--- src/rtl/pool_pkg.sv ---
// Shared types and sizing for the 2x2 stride-2 pooling stage.
// POOL_AVG_EN selects average pooling; max pooling otherwise.
package pool_pkg;

   typedef enum logic [1:0] {
      IDLE,
      RUN,
      DRAIN
   } state_t;

   localparam int DEF_DW = 9;
   localparam int DEF_W  = 218;
   localparam int DEF_H  = 218;

   localparam int OW = DEF_W / 2;
   localparam int OH = DEF_H / 2;

   localparam int CW = $clog2(DEF_W);
   localparam int RW = $clog2(DEF_H);

`ifdef POOL_AVG_EN
   localparam int LB_EXTRA = 1;
`else
   localparam int LB_EXTRA = 0;
`endif

   localparam int LBW = DEF_DW + LB_EXTRA;

   function automatic int cw_of(input int n);
      return (n > 1) ? $clog2(n) : 1;
   endfunction

endpackage

--- src/rtl/pool_line_buf.sv ---
// Half-row buffer of horizontal pair results, indexed by col>>1.
// One synchronous write port, one asynchronous read port.
module pool_line_buf
   import pool_pkg::*;
#(
   parameter int N   = OW,
   parameter int DWL = LBW,
   parameter int AW  = cw_of(N)
) (
   input  logic           clk,
   input  logic           we,
   input  logic [AW-1:0]  waddr,
   input  logic [DWL-1:0] wdata,
   input  logic [AW-1:0]  raddr,
   output logic [DWL-1:0] rdata
);

   logic [DWL-1:0] mem [N];

   always_ff @(posedge clk) begin
      if (we) mem[waddr] <= wdata;
   end

   assign rdata = mem[raddr];

endmodule

--- src/rtl/max_pool_2x2.sv ---
// 2x2 stride-2 pooling of a raster pixel stream over valid/ready.
// Define POOL_AVG_EN for average pooling instead of max.
module max_pool_2x2
   import pool_pkg::*;
#(
   parameter int DW = DEF_DW,
   parameter int W  = DEF_W,
   parameter int H  = DEF_H
) (
   input  logic          clk,
   input  logic          rstn,
   input  logic          start,
   input  logic          in_valid,
   output logic          in_ready,
   input  logic [DW-1:0] in_data,
   output logic          out_valid,
   input  logic          out_ready,
   output logic [DW-1:0] out_data,
   output logic          busy,
   output logic          done
);

   localparam int OWL = (W / 2 > 0) ? W / 2 : 1;
   localparam int CWL = cw_of(W);
   localparam int RWL = cw_of(H);
   localparam int AWL = cw_of(OWL);
   localparam int LW  = DW + LB_EXTRA;

   state_t          state;
   logic [CWL-1:0]  col;
   logic [RWL-1:0]  row;
   logic [LW-1:0]   pair_q;
   logic [LW-1:0]   pm;
   logic [LW-1:0]   lb_rd;
   logic [DW-1:0]   res;
   logic [AWL-1:0]  addr;
   logic            acc;
   logic            col_last;
   logic            row_last;
   logic            lb_we;
   logic            load;

   assign in_ready = (state == RUN) && (!out_valid || out_ready);
   assign acc      = in_valid && in_ready;
   assign col_last = (col == CWL'(W - 1));
   assign row_last = (row == RWL'(H - 1));
   assign addr     = AWL'(col >> 1);
   assign lb_we    = acc && col[0] && !row[0];
   assign load     = acc && col[0] && row[0];

`ifdef POOL_AVG_EN
   logic [LW:0] sum4;

   assign pm   = pair_q + LW'(in_data);
   assign sum4 = {1'b0, pm} + {1'b0, lb_rd};
   assign res  = sum4[DW+1:2];
`else
   assign pm  = (in_data > pair_q) ? in_data : pair_q;
   assign res = (pm > lb_rd) ? pm : lb_rd;
`endif

   pool_line_buf #(
      .N   (OWL),
      .DWL (LW),
      .AW  (AWL)
   ) u_lb (
      .clk   (clk),
      .we    (lb_we),
      .waddr (addr),
      .wdata (pm),
      .raddr (addr),
      .rdata (lb_rd)
   );

   always_ff @(posedge clk or negedge rstn) begin
      if (!rstn) begin
         state     <= IDLE;
         col       <= '0;
         row       <= '0;
         pair_q    <= '0;
         out_valid <= 1'b0;
         out_data  <= '0;
         busy      <= 1'b0;
         done      <= 1'b0;
      end else begin
         done <= 1'b0;

         if (acc && !col[0]) pair_q <= LW'(in_data);

         // A fresh result keeps out_valid high even while draining
         if (load) begin
            out_valid <= 1'b1;
            out_data  <= res;
         end else if (out_valid && out_ready) begin
            out_valid <= 1'b0;
         end

         unique case (state)
            IDLE: begin
               if (start) begin
                  state <= RUN;
                  busy  <= 1'b1;
                  col   <= '0;
                  row   <= '0;
               end
            end
            RUN: begin
               if (acc) begin
                  if (col_last) begin
                     col <= '0;
                     row <= row_last ? '0 : row + 1'b1;
                  end else begin
                     col <= col + 1'b1;
                  end
                  if (col_last && row_last) state <= DRAIN;
               end
            end
            DRAIN: begin
               if (!out_valid || out_ready) begin
                  state <= IDLE;
                  busy  <= 1'b0;
                  done  <= 1'b1;
               end
            end
            default: state <= IDLE;
         endcase
      end
   end

endmodule
--- config.mk ---
export PLATFORM = sky130hd
export DESIGN_NAME = max_pool_2x2
export DESIGN_NICKNAME = d
export VERILOG_FILES = /design/src/rtl/pool_pkg.sv /design/src/rtl/pool_line_buf.sv /design/src/rtl/max_pool_2x2.sv
export SDC_FILE = /design/constraint.sdc
export NUM_CORES = 1
export LEC_CHECK = 0
export BUFFER_PORTS_ARGS = -buffer_cell sky130_fd_sc_hd__clkbuf_2
export CORE_AREA = 2 2 346 348
export CTS_CLUSTER_DIAMETER = 30
export CTS_CLUSTER_SIZE = 16
export DETAILED_ROUTE_END_ITERATION = 10
export DIE_AREA = 0 0 348 350
export PLACE_DENSITY_LB_ADDON = 0.3
export SLEW_MARGIN = 20
export SYNTH_ARGS = -nofsm -noshare
export SYNTH_HDL_FRONTEND = slang
export SYNTH_HIERARCHICAL = 1
export SYNTH_SLANG_ARGS = --single-unit
--- constraint.sdc ---
create_clock -name clk -period 5.3 [get_ports clk]
set_input_delay 0.795 -clock clk [delete_from_list [all_inputs] [get_ports clk]]
set_output_delay 0.795 -clock clk [all_outputs]
set_load 0.01 [all_outputs]
==> impl_metrics.ini <==
[sta]
fin_crit_ps = 4630
final.setup.tns_ps = 0
min_period_over_period = 0.874
rsz0062_at_grt = no
final.setup_skew_ps = 54.8
hold_viol_final = 0
timing.fmax_mhz = 216
setup_viol = 0
maxSlewViolCount = 0
hold_ws_ps = 174
tightest_slew_ps = 1110
maxSlewHeadroom = 0.260

[clock_network]
cts.path.max_buffers = 3
holdBufCountCts = 0
cts.sinks = 1020
cts_tree = yes
numCtsBuffers = 212
path_clk_slew_ps = 50
clock-root-buffer = clkbuf_16
clock_latency_ps = 790
post_cts_resized = 0
post_cts_buffers = 0
cts_max_level = 4

[power_and_ir_drop]
power.share.combinational = 0.253
power.internal_w = 0.0226
p_sw_w = 0.00996
powerDensity_nw_per_um2 = 639
pwr-share-clk = 0.402
switching_share = 0.305
p_total_w = 0.0326
peakVddDrop_uv = 675
power_frac_seq = 0.345
p_leak_nw = 16.7

[synthesis]
synth_edf_count = 981
yosys.cell_types.count = 62
yosysWarnings = 6
syn_inst = 2004
synth_flop_cell = edfxtp_1
synth-seq-cells = 1020
synth-seq-area-share = 0.743
synth_fp_nets = 2040
avgSynthCellArea_um2 = 20.4
async_flop_share = 0.0382
synth_area_um2 = 40900

[drt]
vias = 21169
vias_per_cell = 5.28
route.detailed.drc = 0
wl_per_cell_um = 25.8
drtAntennaViolNets = 0
firstDrtPassIters = 6
wl_mm = 103
drt_iter0_markers = 2032

[place]
place_area_um2 = 43700
io_buffer_count = 26
gp_congestion = 0.902
place_inst = 3615
hpwl_mm = 62.7

[floorplanning]
die_area_um2 = 122000
ioPinCount = 27
core_um2 = 118000
start_util = 0.348
placementRows = 126
die_y_um = 350
die_x_um = 348

[global_routing]
grt_use_total = 0.170
grt_pass1_wl_mm = 151
overflow = 0
antenna_found_initial = 0
grt_pass1_vias = 21924
grt_max_degree = 110

[critical_path]
required_ps = 5950
arrival_ps = 5290
cp-start-kind = register
worstPathMaxFanout = 36
criticalPathCategory = reg -> reg
endpoint_kind = register

[final_layout]
nNetsFinal = 2329
final_common_cell = edfxtp_1
final_cells = 4010
drive_gt1_frac = 0.339
synthToLayoutAreaGrowth_pct = 24.5
final_cell_mix = 981 x edfxtp_1, 240 x mux4_2, 215 x clkbuf_16
postLayoutCellArea_um2 = 51000
antennaDiodeCount = 0

[flow_run]
cap_violations = 0

[outcome]
status = finished, final reports clean

[min_path]
hold_class = in -> async
worst max-delay path: stages (launching register included):
cell	delay, ps
dfrtp_4	990
buf_4	400
mux4_2	240
mux2_2	180
o22ai_1	90
a2111oi_0	740
a32oi_1	120
nand3_1	130
inv_1	120
ha_1	330
nand2_1	70
a211oi_1	200
o21ai_0	120
a21o_1	190
buf_4	190
a311oi_1	240
o21ai_1	110
layout make-up:
class / instances / area (um2)
clock buffer: 236 / 5460
fill: 10031 / 66800
sequential: 1020 / 30400
inverter: 24 / 92.6
clock inverter: 159 / 1800
timing repair buffer: 182 / 1520
tap: 1536 / 1920
multi-input combinational: 853 / 9740
flip-flops by register name, summed over array words and instances (netlist names):
| register | count |
|---|---|
| u_lb/mem | 981 |
| out_data | 9 |
| pair_q | 9 |
| col | 8 |
| row | 8 |
| state | 2 |
| busy | 1 |
| done | 1 |
| out_valid | 1 |
synth_stat cells, drive strengths merged (2+ instances only):
master / number / area [um2]
buf: 70 / 628
nand4b: 2 / 17.5
nand3: 28 / 153
mux2i: 76 / 761
inv: 24 / 90.1
and2: 2 / 12.5
or2: 5 / 31.3
o311ai: 2 / 17.5
a311oi: 7 / 61.3
nor2b: 23 / 144
o21ai: 43 / 215
a32oi: 2 / 17.5
a211oi: 9 / 72.6
o22ai: 19 / 119
mux2: 29 / 327
ha: 22 / 275
xnor2: 2 / 17.5
mux4: 250 / 5670
edfxtp: 981 / 29500
clkbuf: 37 / 139
nand2: 61 / 236
a22oi: 11 / 82.6
o21a: 3 / 22.5
a31o: 8 / 70.1
and3: 6 / 37.5
a31oi: 5 / 31.3
nor3: 11 / 55.1
o31ai: 7 / 57.6
a221oi: 13 / 114
a21o: 9 / 67.6
nand4: 6 / 37.5
nor4: 3 / 18.8
a211o: 3 / 26.3
dfrtp: 39 / 976
a21oi: 28 / 170
or3: 2 / 12.5
nor2: 129 / 484
nand2b: 14 / 87.6
or3b: 2 / 17.5
a22o: 5 / 43.8
cells by family after synthesis:
kind of cell | synth area share
xor+xnor | 0.000428
simple gates | 0.0329
compound gates | 0.0307
flops | 0.743
buf+inv | 0.0209
fa+ha+maj | 0.00672
mux | 0.165
through the flow:
step                setup slack (ps)   util
floorplan                        445      -
finish                           668  0.433
CTS                              654  0.433
global route                     458  0.433
global placement                 675  0.371
detailed placement               633  0.371
worst paths after layout:
path / cells past startpoint / startpoint / endpoint / slack (ps)
setup reg to reg: 16 / col[2]$_DFFE_PN0P_ / out_data[4]$_DFFE_PN0P_ / 670
max in group asynchronous: 1 / rstn / col[1]$_DFFE_PN0P_ / 4430
hold reg to reg: 1 / state[1]$_DFFE_PN0P_ / state[0]$_DFFE_PN0P_ / 470
hold / removal: 1 / rstn / row[4]$_DFFE_PN0P_ / 170
min in group clk: 3 / in_data[8] / pair_q[8]$_DFFE_PN0P_ / 290
setup / recovery: 16 / col[2]$_DFFE_PN0P_ / out_data[4]$_DFFE_PN0P_ / 670
metal layers:
metal  track usage  wire [um]  vias up
met4        0.0557       2440        0
met5             0          0        -
met1         0.229      43800    11234
met3        0.0406       7000      172
met2         0.271      50000      808
li1              -          -     8955
power by group through the flow:
| stage | Sequential, W | Combinational, W | Clock (W) |
|---|---|---|---|
| 6_report | 0.0112 | 0.00824 | 0.0131 |
| 5_1_grt | 0.0113 | 0.00880 | 0.0137 |
| 4_1_cts | 0.0113 | 0.00834 | 0.0133 |
| 3_5_place_dp | 0.0114 | 0.00832 | 0 |
| 3_3_place_gp | 0.0114 | 0.00808 | 0 |
| 2_1_floorplan | 0.0112 | 0.00530 | 0 |
(Power assumes the default switching activity.)
